File: config.mk
export PLATFORM = sky130hd
export DESIGN_NAME = pwm_mixer_dsm
export DESIGN_NICKNAME = d
export VERILOG_FILES = /design/src/rtl/pwm_mixer_dsm.sv
export SDC_FILE = /design/constraint.sdc
export NUM_CORES = 1
export LEC_CHECK = 0
export CAP_MARGIN = 20
export CELL_PAD_IN_SITES_DETAIL_PLACEMENT = 1
export CELL_PAD_IN_SITES_GLOBAL_PLACEMENT = 1
export CORE_ASPECT_RATIO = 1.1
export CORE_UTILIZATION = 48
export DETAILED_ROUTE_END_ITERATION = 12
export PLACE_DENSITY = 0.92
export SLEW_MARGIN = 20
export SYNTH_ARGS = -nofsm -noshare
export SYNTH_HDL_FRONTEND = slang
export SYNTH_SLANG_ARGS = --single-unit
File: constraint.sdc
create_clock -name clk -period 10.85 [get_ports clk]
set_input_delay 2.17 -clock clk [delete_from_list [all_inputs] [get_ports clk]]
set_output_delay 2.17 -clock clk [all_outputs]
set_load 0.02 [all_outputs]
File: src/rtl/pwm_mixer_dsm.sv
// Time-multiplexed NCH-channel audio mixer with per-channel gain, master attenuation,
// output saturation and a first-order delta-sigma 1-bit DAC.
module pwm_mixer_dsm #(
  parameter int NCH = 8,
  parameter int W   = 16,
  parameter int GW  = 4
) (
  input  logic              clk,
  input  logic              rst_n,
  input  logic              sample_stb,
  input  logic [NCH*W-1:0]  ch_data,
  input  logic [NCH-1:0]    ch_active,
  input  logic [NCH*GW-1:0] ch_gain,
  input  logic [2:0]        master_shift,
  output logic              busy,
  output logic [W-1:0]      mixed,
  output logic              mixed_valid,
  output logic              clip,
  output logic              pwm_out
);

  localparam int IW = $clog2(NCH);
  localparam int AW = W + GW + $clog2(NCH) + 1;
  localparam int PW = W + GW + 1;
  localparam logic [IW-1:0] LAST_IDX = IW'(NCH - 1);
  localparam logic signed [AW-1:0] SAT_MAX = {{(AW-W+1){1'b0}}, {(W-1){1'b1}}};
  localparam logic signed [AW-1:0] SAT_MIN = {{(AW-W+1){1'b1}}, {(W-1){1'b0}}};

  typedef enum logic [1:0] {S_IDLE, S_ACC, S_SCALE} state_t;

  // Gain-weighted sample, floored by the unity-gain shift and sign-extended to acc width.
  function automatic logic signed [AW-1:0] weigh(input logic signed [W-1:0] x,
                                                 input logic [GW-1:0] g);
    logic signed [PW-1:0] xe;
    logic signed [PW-1:0] ge;
    logic signed [PW-1:0] p;
    xe = PW'(x);
    ge = PW'($signed({1'b0, g}));
    p  = xe * ge;
    return AW'(p >>> (GW - 1));
  endfunction

  // Returns {clip, value}: attenuated accumulator clamped to the W-bit signed range.
  function automatic logic [W:0] saturate(input logic signed [AW-1:0] a,
                                          input logic [2:0] sh);
    logic signed [AW-1:0] s;
    s = a >>> sh;
    if (s > SAT_MAX)      return {1'b1, SAT_MAX[W-1:0]};
    else if (s < SAT_MIN) return {1'b1, SAT_MIN[W-1:0]};
    else                  return {1'b0, s[W-1:0]};
  endfunction

  state_t                state_q, state_d;
  logic [IW-1:0]         idx_q, idx_d;
  logic signed [AW-1:0]  acc_q, acc_d;
  logic signed [W-1:0]   mixed_q, mixed_d;
  logic                  clip_q, clip_d;
  logic                  mixed_valid_q, mixed_valid_d;
  logic [W-1:0]          dsm_q, dsm_d;
  logic                  pwm_q, pwm_d;

  logic signed [W-1:0]   data_s_q [NCH];
  logic signed [W-1:0]   data_s_d [NCH];
  logic [GW-1:0]         gain_s_q [NCH];
  logic [GW-1:0]         gain_s_d [NCH];
  logic [NCH-1:0]        active_s_q, active_s_d;

  logic                  load;
  logic [W:0]            sat;
  logic [W-1:0]          dsm_u;
  logic [W:0]            dsm_sum;

  // Control FSM and accumulator
  always_comb begin
    state_d       = state_q;
    idx_d         = idx_q;
    acc_d         = acc_q;
    mixed_d       = mixed_q;
    clip_d        = clip_q;
    mixed_valid_d = 1'b0;
    load          = 1'b0;
    sat           = '0;
    case (state_q)
      S_IDLE: begin
        if (sample_stb) begin
          load    = 1'b1;
          acc_d   = '0;
          idx_d   = '0;
          state_d = S_ACC;
        end
      end
      S_ACC: begin
        if (active_s_q[idx_q]) acc_d = acc_q + weigh(data_s_q[idx_q], gain_s_q[idx_q]);
        idx_d = idx_q + IW'(1);
        if (idx_q == LAST_IDX) state_d = S_SCALE;
      end
      S_SCALE: begin
        sat           = saturate(acc_q, master_shift);
        mixed_d       = sat[W-1:0];
        clip_d        = sat[W];
        mixed_valid_d = 1'b1;
        state_d       = S_IDLE;
      end
      default: state_d = S_IDLE;
    endcase
  end

  // Input snapshot so sources may change once the pass has started
  always_comb begin
    active_s_d = load ? ch_active : active_s_q;
    for (int i = 0; i < NCH; i++) begin
      data_s_d[i] = load ? ch_data[i*W +: W]  : data_s_q[i];
      gain_s_d[i] = load ? ch_gain[i*GW +: GW] : gain_s_q[i];
    end
  end

  // Delta-sigma: offset-binary input, carry out of the W-bit accumulator is the bit
  always_comb begin
    dsm_u   = {~mixed_q[W-1], mixed_q[W-2:0]};
    dsm_sum = {1'b0, dsm_q} + {1'b0, dsm_u};
    dsm_d   = dsm_sum[W-1:0];
    pwm_d   = dsm_sum[W];
  end

  always_ff @(posedge clk or negedge rst_n) begin
    if (!rst_n) begin
      state_q       <= S_IDLE;
      idx_q         <= '0;
      acc_q         <= '0;
      mixed_q       <= '0;
      clip_q        <= 1'b0;
      mixed_valid_q <= 1'b0;
      dsm_q         <= '0;
      pwm_q         <= 1'b0;
    end else begin
      state_q       <= state_d;
      idx_q         <= idx_d;
      acc_q         <= acc_d;
      mixed_q       <= mixed_d;
      clip_q        <= clip_d;
      mixed_valid_q <= mixed_valid_d;
      dsm_q         <= dsm_d;
      pwm_q         <= pwm_d;
    end
  end

  always_ff @(posedge clk) begin
    active_s_q <= active_s_d;
    for (int i = 0; i < NCH; i++) begin
      data_s_q[i] <= data_s_d[i];
      gain_s_q[i] <= gain_s_d[i];
    end
  end

  assign busy        = (state_q != S_IDLE);
  assign mixed       = mixed_q;
  assign mixed_valid = mixed_valid_q;
  assign clip        = clip_q;
  assign pwm_out     = pwm_q;

endmodule

==> results.json <==
{
  "status": "completed",
  "clk_latency_ps": 550,
  "ys_seq_area_share_pct": 50.56,
  "ios": 194,
  "dp_hpwl_mm": 26.55,
  "syn_inst": 1079,
  "cp.required_ps": 11230,
  "synth-main-ff-cell": "edfxtp_1",
  "synth_enable_flop_cells": 168,
  "period_share_pct": 80.26,
  "timing.rr.start": "idx_q[0]$_DFFE_PN0P_",
  "netlist_top_cells_count": "edfxtp_1 (168), inv_1 (89), nor2_1 (85), ha_1 (79), nand2_1 (79)",
  "io_buffers": 193,
  "fin_skew_ps": 15.83,
  "post_drt_via_cell_ratio": 6.022,
  "r2r_cells": 29,
  "cap_violations": 0,
  "slew_headroom_pct": 28.40,
  "slowest_delay_ps": 920,
  "core_area_sq_um": 26960,
  "grt_max_degree": 103,
  "cts_tree": "yes",
  "post_cts_resized": 0,
  "hold_violations": 0,
  "period_minus_slack_ps": 8708,
  "cts_root_buffer": "clkbuf_16",
  "grt_pass1_wl_mm": 64.73,
  "crit_path_end_kind": "flip-flop",
  "rows": 63,
  "ctsLongestPathBuffers": 3,
  "fin_tns_setup_ps": 0,
  "dr.pass1.iters": 7,
  "drc_errors": 0,
  "synth_area_per_cell_sq_um": 12.18,
  "synth_area_leaders": "edfxtp_1 (38%), dfrtp_1 (12%), ha_1 (7.5%)",
  "synth_warnings": 0,
  "synth_top_area_share_pct": 38.37,
  "cts_hold_buf": 0,
  "antenna_found_initial": 1,
  "rsz0062_at_grt": "no",
  "async_reset_ff_share_pct": 27.59,
  "die_h_um": 175.6,
  "drt-total-wl_mm": 42.02,
  "worst_pin_slew_ps": 1053,
  "dieWidth_um": 159.8,
  "path_clk_slew_ps": 60,
  "setup_viol": 0,
  "cp_num_cells": 29,
  "r2r-end": "acc_q[22]$_DFFE_PN0P_",
  "num_antenna_cells": 0,
  "crit_type": "flip-flop to flip-flop",
  "r2r_setup_slack_ps": 2140,
  "drv_slew": 0,
  "synth_most_common_cell": "edfxtp_1",
  "synth_area_leader_cell": "edfxtp_1",
  "arrival_ps": 9090,
  "start_util_pct": 48.77,
  "synth-seq-cells": 232,
  "design_area_sq_um": 16170,
  "syn_nets": 1367,
  "area_growth_pct": 23.01,
  "crit_top_cell": "ha_1",
  "drive_above_1_share_pct": 9.860,
  "cp-startpoint": "idx_q[0]$_DFFE_PN0P_",
  "cp_max_fo": 25,
  "hold_class": "flip-flop to flip-flop",
  "grt_pass1_vias": 10913,
  "wire_per_inst_um": 25.55,
  "crit_path_end": "acc_q[22]$_DFFE_PN0P_",
  "htreeDepth": 1,
  "cp_slowest_cell": "dfrtp_2",
  "clkSinkCount": 232,
  "max_clock_freq_mhz": 114.8,
  "layout.nets": 1557,
  "postCtsSetupBuffers": 0,
  "overflow": 0,
  "cts_made_buffers": 25,
  "die_area_sq_um": 28050,
  "path_buf_inv": 3,
  "track_usage_pct": 30.36,
  "ys_types": 61,
  "critical_path.top_delay_family": "compound AO/OA/AOI/OAI gates",
  "drt_iter0_drc": 752,
  "gp_congestion": 0.8654,
  "synth_area_sq_um": 13150,
  "post-route-util_pct": 59.99,
  "fill_cells": 2680,
  "vias": 9907,
  "placed_cell_area_sq_um": 15410,
  "hold_slack_ps": 468.5,
  "cp-start-kind": "flip-flop",
  "final_antenna_net_count": 0
}
## layout by cell type, fill, tap and decap left out, types with 12 or more instances in the layout
| cell type | n |
|---|---|
| clkdlybuf4s50_1 | 191 |
| edfxtp_1 | 168 |
| inv_1 | 88 |
| nor2_1 | 84 |
| nand2_1 | 79 |
| ha_1 | 79 |
| o21ai_0 | 76 |
| dfrtp_1 | 62 |
| a21oi_1 | 58 |
| mux4_2 | 42 |
| fa_1 | 35 |
| mux2i_1 | 33 |
| xnor2_1 | 28 |
| clkbuf_16 | 25 |
| nand3_1 | 22 |
| xor2_1 | 18 |
| or2_2 | 16 |
| a21o_1 | 14 |
| a211oi_1 | 12 |
| nor3_1 | 12 |
## metal layers
layer  track usage (%)  part of all wire, %  vias up
met1             34.72                   37     4998
met5                 0                0.031        -
met4             12.18                  4.1        2
met3             6.045                  6.9      123
met2             55.59                   52      489
li1                  -                    -     4295
## flip-flops by register name, summed over array words and instances (netlist names)
| name | cells |
|---|---|
| data_s_q | 128 |
| gain_s_q | 32 |
| acc_q | 24 |
| dsm_q | 16 |
| mixed | 16 |
| active_s_q | 8 |
| idx_q | 3 |
| state_q | 2 |
| clip | 1 |
| mixed_valid | 1 |
| pwm_out | 1 |
## final cells by class
cell class,count,area (sq um),share of cell area [%]
sequential,232,6649,41.11
inverter,90,342.8,2.120
multi-input combinational,720,6002,37.11
clock buffer,30,644.4,3.985
tap,357,446.7,2.762
timing repair buffer,200,1987,12.29
clock inverter,16,100.1,0.6190
## worst min path at each step
stage,start,endpoint,slack [ps],cells past startpoint
CTS,dsm_q[0]$_DFF_PN0_,dsm_q[0]$_DFF_PN0_,470,1
global route,dsm_q[0]$_DFF_PN0_,dsm_q[0]$_DFF_PN0_,490,1
global placement,dsm_q[0]$_DFF_PN0_,dsm_q[0]$_DFF_PN0_,450,1
detailed placement,dsm_q[0]$_DFF_PN0_,dsm_q[0]$_DFF_PN0_,460,1
floorplan,dsm_q[0]$_DFF_PN0_,dsm_q[0]$_DFF_PN0_,440,1
finish,dsm_q[0]$_DFF_PN0_,dsm_q[0]$_DFF_PN0_,470,1
## cells by family (layout without fill, tap and decap cells)
group                      after synthesis  after routing  synth area share, %
xor gates and xnor gates                47             47                3.188
AOI/OAI and AO/OA                      212            212                9.803
and+or+nand+nor                        259            259                8.937
DFF                                    232            232                50.56
buffers and inverters                  127            336                3.836
adders and majority gates              114            114                12.85
muxes                                   88             88                10.83
## stage by stage
step,worst slack [ps],instances
floorplan,3626,1079
CTS,2131,1644
global route,1606,1645
global placement,2940,1598
finish,2142,1645
detailed placement,2511,1598
Power is left out: the tool's default activity adds up to more than one toggle a clock period on the data nets, which glitch-free logic cannot reach.
